--- src/rtl/mod12_cmd_ctrl.sv ---
// Round-robin command controller for a mod-MODULUS up/down counter.
// Sequences load/mode/data_in per command and checks data_out against a shadow count.
module mod12_cmd_ctrl #(
    parameter int MODULUS = 12,
    parameter int WIDTH   = 4
) (
    input  logic             clock,
    input  logic             reset,
    input  logic             req0_valid,
    input  logic             req1_valid,
    output logic             req0_ready,
    output logic             req1_ready,
    input  logic [1:0]       req0_op,
    input  logic [1:0]       req1_op,
    input  logic [WIDTH-1:0] req0_arg,
    input  logic [WIDTH-1:0] req1_arg,
    output logic             load,
    output logic             mode,
    output logic [WIDTH-1:0] data_in,
    input  logic [WIDTH-1:0] data_out,
    output logic             busy,
    output logic             done,
    output logic             done_id,
    output logic             err,
    output logic             mismatch,
    output logic             mismatch_sticky
);

    typedef enum logic [1:0] {S_IDLE, S_EXEC, S_CHECK} state_t;
    typedef enum logic [1:0] {OP_LOAD = 2'b00, OP_UP = 2'b01, OP_DOWN = 2'b10, OP_HOLD = 2'b11} op_t;

    localparam logic [WIDTH:0]   MOD_W = (WIDTH+1)'(MODULUS);
    localparam logic [WIDTH-1:0] MAX_V = WIDTH'(MODULUS - 1);

    state_t           state_q, state_d;
    op_t              op_q, op_d;
    logic [WIDTH-1:0] shd_q, shd_d;
    logic [WIDTH-1:0] rem_q, rem_d;
    logic [WIDTH-1:0] arg_q, arg_d;
    logic             ptr_q, ptr_d;
    logic             id_q, id_d;
    logic             sticky_q, sticky_d;

    logic             both_valid, grant0, grant1;
    logic             arg_legal;
    logic [WIDTH-1:0] shd_inc, shd_dec;

    // ptr_q holds the last granted requester; on a tie the other one wins.
    assign both_valid = req0_valid & req1_valid;
    assign grant0     = both_valid ? ptr_q  : req0_valid;
    assign grant1     = both_valid ? ~ptr_q : req1_valid;

    assign arg_legal = ({1'b0, arg_q} < MOD_W);
    assign shd_inc   = (shd_q == MAX_V) ? '0 : shd_q + WIDTH'(1);
    assign shd_dec   = (shd_q == '0) ? MAX_V : shd_q - WIDTH'(1);

    always_ff @(posedge clock or posedge reset) begin
        if (reset) begin
            state_q  <= S_IDLE;
            op_q     <= OP_HOLD;
            shd_q    <= '0;
            rem_q    <= '0;
            arg_q    <= '0;
            ptr_q    <= 1'b1;
            id_q     <= 1'b0;
            sticky_q <= 1'b0;
        end else begin
            state_q  <= state_d;
            op_q     <= op_d;
            shd_q    <= shd_d;
            rem_q    <= rem_d;
            arg_q    <= arg_d;
            ptr_q    <= ptr_d;
            id_q     <= id_d;
            sticky_q <= sticky_d;
        end
    end

    always_comb begin
        state_d  = state_q;
        op_d     = op_q;
        shd_d    = shd_q;
        rem_d    = rem_q;
        arg_d    = arg_q;
        ptr_d    = ptr_q;
        id_d     = id_q;
        sticky_d = sticky_q;
        unique case (state_q)
            S_IDLE: begin
                if (req0_valid | req1_valid) begin
                    id_d    = grant1;
                    ptr_d   = grant1;
                    op_d    = grant1 ? op_t'(req1_op) : op_t'(req0_op);
                    arg_d   = grant1 ? req1_arg : req0_arg;
                    rem_d   = arg_d;
                    state_d = S_EXEC;
                end
            end
            S_EXEC: begin
                unique case (op_q)
                    OP_LOAD: if (arg_legal) shd_d = arg_q;
                    OP_UP:   if (rem_q != '0) shd_d = shd_inc;
                    OP_DOWN: if (rem_q != '0) shd_d = shd_dec;
                    default: ;
                endcase
                // A zero count still spends one EXEC cycle, hence <= 1.
                if (op_q == OP_LOAD || rem_q <= WIDTH'(1)) begin
                    rem_d   = '0;
                    state_d = S_CHECK;
                end else begin
                    rem_d = rem_q - WIDTH'(1);
                end
            end
            S_CHECK: begin
                sticky_d = sticky_q | mismatch;
                state_d  = S_IDLE;
            end
            default: state_d = S_IDLE;
        endcase
    end

    always_comb begin
        load       = 1'b1;
        mode       = 1'b0;
        data_in    = shd_q;
        busy       = (state_q != S_IDLE);
        done       = (state_q == S_CHECK);
        done_id    = id_q;
        err        = done & (op_q == OP_LOAD) & ~arg_legal;
        mismatch   = done & (data_out != shd_q);
        req0_ready = (state_q == S_IDLE) & ~reset & grant0;
        req1_ready = (state_q == S_IDLE) & ~reset & grant1;
        mismatch_sticky = sticky_q | mismatch;
        if (state_q == S_EXEC) begin
            unique case (op_q)
                OP_LOAD: if (arg_legal) data_in = arg_q;
                OP_UP: begin
                    if (rem_q != '0) begin
                        load = 1'b0;
                        mode = 1'b1;
                    end
                end
                OP_DOWN: if (rem_q != '0) load = 1'b0;
                default: ;
            endcase
        end
    end

endmodule

--- config.mk ---
export PLATFORM = sky130hd
export DESIGN_NAME = mod12_cmd_ctrl
export DESIGN_NICKNAME = d
export VERILOG_FILES = /design/src/rtl/mod12_cmd_ctrl.sv
export SDC_FILE = /design/constraint.sdc
export NUM_CORES = 1
export LEC_CHECK = 0
export BUFFER_PORTS_ARGS = -buffer_cell sky130_fd_sc_hd__buf_2
export CORE_ASPECT_RATIO = 1.4
export CORE_MARGIN = 1
export CORE_UTILIZATION = 45
export DETAILED_ROUTE_END_ITERATION = 10
export PLACE_DENSITY = 0.69
export SYNTH_ARGS = -nofsm -noshare
export SYNTH_HDL_FRONTEND = slang
export SYNTH_SLANG_ARGS = --single-unit
--- constraint.sdc ---
create_clock -name clock -period 3.86 [get_ports clock]
set_input_delay 0.579 -clock clock [delete_from_list [all_inputs] [get_ports clock]]
set_output_delay 0.579 -clock clock [all_outputs]
set_load 0.1 [all_outputs]
==> impl_metrics.json, run 1 <==
{
  "drt_iter0_drc": 34,
  "grt_pass1_wl_um": 5310,
  "core-area_um2": 2850,
  "yosysSeqAreaShare_pct": 35.5,
  "dieHeight_um": 66.8,
  "htree_levels": 1,
  "diodes": 0,
  "grtUsageTotal_pct": 21.4,
  "fin_skew_ps": 0.753,
  "netlist_area_um2": 1350,
  "drive_gt1_share_pct": 28.5,
  "finalSetupTns_ps": 0,
  "finalCritPeriodShare_pct": 68.1,
  "setup_viol": 0,
  "critPathMaxFanout": 6,
  "firstDrtPassIters": 4,
  "synth_most_common_cell": "dfrtp_1",
  "yosys-top-cells-count": "16 x dfrtp_1, 14 x inv_1, 14 x nor2_1",
  "status": "finished clean",
  "cts_buffer_depth": 2,
  "cts_buffers": 3,
  "maxSlewViolCount": 0,
  "synthCells": 154,
  "clockRootBuffer": "clkbuf_8",
  "row_count": 23,
  "hold_viol_final": 0,
  "clock_latency_ps": 260,
  "use_met3_pct": 2.28,
  "arrival_ps": 2050,
  "synth_top_area_share_pct": 29.6,
  "area_delta_synth_final_pct": 18.2,
  "met2_usage_pct": 42.1,
  "path_clk_slew_ps": 70,
  "wl_um": 3220,
  "num_vias": 1284,
  "fmax_ghz": 0.381,
  "die_width_um": 48.3,
  "fin_crit_ps": 2630,
  "grt_pass1_vias": 1241,
  "io_pins": 34,
  "relSlewSlack_pct": 49.7,
  "maxCapViolCount": 0,
  "async_reset_ff_share_pct": 100,
  "start_util_pct": 47.4,
  "gp_congestion": 0.882,
  "synth_edf_count": 0,
  "hold_class": "in -> async",
  "path_class": "reg -> out",
  "nets": 214,
  "yosys-top-cells-area": "dfrtp_1 30%, ha_1 6.5%, dfstp_2 5.8%",
  "ys_types": 51,
  "ant_nets": 0,
  "syn-num-nets": 181,
  "route.detailed.drc": 0,
  "cts_tree": "yes",
  "whs_ps": 369,
  "fillers": 268,
  "syn_area_per_cell_um2": 8.77,
  "cts_setup_buffers": 0,
  "ys_ff_latch": 19,
  "portBuffers": 33,
  "clkSinkCount": 19,
  "post_cts_resized": 0,
  "tightestPinTransition_ps": 743,
  "rsz0062_at_grt": "false",
  "grt_max_degree": 20,
  "grt_antenna_before_repair": 0,
  "dpl.hpwl_um": 2510,
  "crit_path_end_kind": "primary output",
  "viasPerCell": 5.76,
  "top_usage_layer": "met2",
  "ys_warn_count": 0,
  "routedWlPerCell_um": 14.4,
  "ys.flop_type": "dfrtp_1",
  "required_ps": 3280,
  "synth_top_area_cell": "dfrtp_1",
  "die_area_um2": 3230,
  "grt.overflow.total": 0,
  "start_kind": "flip-flop",
  "hold_buffers": 0,
  "met1_usage_pct": 22.4
}
logic make-up after synthesis:
logic type      count (synthesis)  synth area share (%)
compound gates                 47                  24.6
xor+xnor                        5                  3.24
fa+ha+maj                       7                  6.48
buf+inv                        22                  6.85
flops                          19                  35.5
mux                             5                  3.89
simple gates                   49                  19.4
layout make-up:
cell class                 instances  area (µm²)  area share, %
timing repair buffer              36         188           11.7
tap                               37        46.3           2.90
multi-input combinational        113         787           49.3
clock buffer                       4        45.0           2.82
inverter                          14        52.6           3.29
sequential                        19         479           30.0
path summary, 6_finish.rpt:
| path | endpoint | start | slack, ps | cells past startpoint |
|---|---|---|---|---|
| hold reg to reg | sticky_q$_DFFE_PP0P_ | sticky_q$_DFFE_PP0P_ | 480 | 1 |
| setup reg to reg | rem_q[2]$_DFFE_PP0P_ | rem_q[0]$_DFFE_PP0P_ | 1780 | 6 |
| setup / recovery | data_in[1] | state_q[0]$_DFFE_PP0P_ | 1230 | 5 |
| hold / removal | done_id$_DFFE_PP0P_ | reset | 370 | 3 |
| min in group clock | sticky_q$_DFFE_PP0P_ | sticky_q$_DFFE_PP0P_ | 480 | 1 |
| max in group asynchronous | ptr_q$_DFFE_PP1P_ | reset | 3230 | 3 |
critical path: stages, from the launching register on:
cell and delay, ps:
dfrtp_1 400, nor2b_1 350, nand2_1 200, nor2_1 200, mux2_2 360, buf_2 290
placed cells by master (no fill, tap or decap), drive strengths merged, types with 2 or more instances in the layout:
cell    instances
buf            36
dfrtp          16
nor2           14
inv            14
o21ai          10
nand2           7
ha              7
a21oi           6
nor2b           5
nand2b          4
o22ai           4
xor2            4
clkbuf          4
a211oi          3
mux2i           3
nor3b           3
dfstp           3
and3            3
and2            2
o211ai          2
o31ai           2
nand3           2
o221ai          2
or2             2
o22a            2
mux2            2
or3             2
nor3            2
registers in the layout, indices dropped and copies added (netlist names):
signal,flops
arg_q,4
rem_q,4
shd_q,4
op_q,2
state_q,2
done_id,1
ptr_q,1
sticky_q,1
per-stage QoR:
stage / setup slack [ps] / cells / util (%) / area, µm²
floorplan: 449 / 154 / - / 1360
global placement: 1480 / 219 / 54.5 / 1550
detailed placement: 1450 / 219 / 54.5 / 1550
CTS: 1230 / 223 / 56.1 / 1600
global route: 1130 / 223 / 56.1 / 1600
finish: 1230 / 223 / 56.1 / 1600
routing by layer:
layer	wire length, µm	vias up
met5	0	-
met4	84	0
met3	116	7
met2	1750	38
met1	1280	622
li1	-	617
Power of run 1 is left out: the tool's default activity adds up to more than one toggle a clock period on the data nets, which glitch-free logic cannot reach.
==> run 2: changes to the inputs <==
==> constraint.sdc (replaced) <==
create_clock -name clock -period 2.65 [get_ports clock]
set_input_delay 0.3975 -clock clock [delete_from_list [all_inputs] [get_ports clock]]
set_output_delay 0.3975 -clock clock [all_outputs]
set_load 0.1 [all_outputs]
==> run 2 against run 1 <==
- via count rose by 1.6%
- die area did not move
- sequential share of layout area fell by 1.0 points
- design area rose by 3.4%
- first-iteration DRC count rose by 41%
- register-to-register slack got worse by 1200 ps
- setup slack got worse by 970 ps
- clock-buffer cell count did not move
- cell count rose by 1.8%
- clock skew rose by 4.8 ps
- largest cell class unchanged
- utilization rose by 1.9 points
- wire length rose by 0.93%
==> impl_metrics.json, run 2 (synthesis results as in run 1) <==
{
  "layout_commonest_cell": "buf_2",
  "largestRegisters": "arg_q x4, rem_q x4, shd_q x4",
  "grtUsageTotal_pct": 22.3,
  "start_kind": "flip-flop",
  "clkSinkCount": 19,
  "ant_nets": 0,
  "nets": 218,
  "htree_levels": 1,
  "tightestPinTransition_ps": 1090,
  "clock_latency_ps": 260,
  "mostFrequentLayoutCells": "32 x buf_2, 16 x dfrtp_1, 14 x nor2_1, 14 x inv_1, 10 x o21ai_0",
  "multi_input_area_um2": 797,
  "relSlewSlack_pct": 26.4,
  "path_class": "reg -> out",
  "grt_max_degree": 21,
  "dieHeight_um": 66.8,
  "core-area_um2": 2850,
  "fin_crit_ps": 2390,
  "status": "finished clean",
  "die_width_um": 48.3,
  "cts_buffer_depth": 2,
  "finalSetupTns_ps": 0,
  "viasPerCell": 5.75,
  "route.detailed.drc": 0,
  "fin_skew_ps": 5.60,
  "maxCapViolCount": 0,
  "grt_pass1_wl_um": 5510,
  "maxSlewViolCount": 0,
  "dpl.hpwl_um": 2570,
  "die_area_um2": 3230,
  "cts_setup_buffers": 0,
  "post_cts_resized": 0,
  "regArea_um2": 479,
  "grt_pass1_vias": 1352,
  "hold_class": "in -> async",
  "critPathMaxFanout": 5,
  "hold_buffers": 0,
  "hold_viol_final": 0,
  "setup_viol": 0,
  "r2r_slack_ps": 630,
  "row_count": 23,
  "rsz0062_at_grt": "false",
  "drive_gt1_share_pct": 31.1,
  "r2r_cells": 4,
  "fmax_ghz": 0.418,
  "gp_congestion": 0.922,
  "drt_iter0_drc": 48,
  "grt.overflow.total": 0,
  "path_clk_slew_ps": 70,
  "area_delta_synth_final_pct": 22.3,
  "cts_tree": "yes",
  "portBuffers": 33,
  "start_util_pct": 47.4,
  "io_pins": 34,
  "arrival_ps": 1990,
  "required_ps": 2250,
  "crit_path_end_kind": "primary output",
  "fillers": 251,
  "grt_antenna_before_repair": 0,
  "finalCritPeriodShare_pct": 90.2,
  "routedWlPerCell_um": 14.3,
  "num_vias": 1305,
  "clockRootBuffer": "clkbuf_8",
  "diodes": 0,
  "cts_buffers": 3,
  "firstDrtPassIters": 5,
  "wl_um": 3250
}
[run 2: changes by cell type in the layout (fill, tap and decap cells not counted)]
cell	change
nor3_2	-1
o41a_1	-1
o41a_2	+1
buf_2	-1
nor3_4	+1
nor2b_2	+1
buf_12	+1
nor2b_1	-1
buf_4	+4
[run 2: through the flow]
| stage | cells | area (µm²) | setup WS, ps | util (%) | hold WS, ps |
|---|---|---|---|---|---|
| finish | 227 | 1650 | 259 | 58.0 | 185 |
| CTS | 227 | 1650 | 191 | 57.9 | 190 |
| floorplan | 154 | 1370 | -181 | - | 352 |
| global route | 227 | 1650 | 125 | 58.0 | 206 |
| global placement | 223 | 1610 | 498 | 56.3 | 443 |
| detailed placement | 223 | 1610 | 495 | 56.3 | 458 |
[run 2: per-layer routing]
metal  part of all wire (%)  vias up  track usage, %
li1                       -      622               -
met2                     55       44            44.9
met5                      0        -               0
met3                    4.2       12            3.42
met4                    3.9        0            18.4
met1                     37      627            19.1
[run 2: layout make-up]
class / count / share of cell area (%)
multi-input cells: 113 / 48.2
repair buffers: 40 / 14.1
clock buffers: 4 / 2.73
inverters: 14 / 3.18
well taps: 37 / 2.80
flip-flops and latches: 19 / 29.0
[run 2: critical path, stage by stage, from the launching register on]
cell	delay (ps)
dfstp_2	560
inv_1	60
ha_1	220
nand2_1	150
nor2_1	100
mux2_2	240
buf_2	410
[run 2: worst paths after layout]
kind / from / to
hold reg to reg: sticky_q$_DFFE_PP0P_ / sticky_q$_DFFE_PP0P_
min in group clock: req0_valid / ptr_q$_DFFE_PP1P_
max in group asynchronous: reset / op_q[1]$_DFFE_PP1P_
setup / recovery: op_q[1]$_DFFE_PP1P_ / data_in[1]
hold / removal: reset / state_q[0]$_DFFE_PP0P_
setup reg to reg: state_q[0]$_DFFE_PP0P_ / rem_q[0]$_DFFE_PP0P_
Power of run 2 is left out for the same reason.
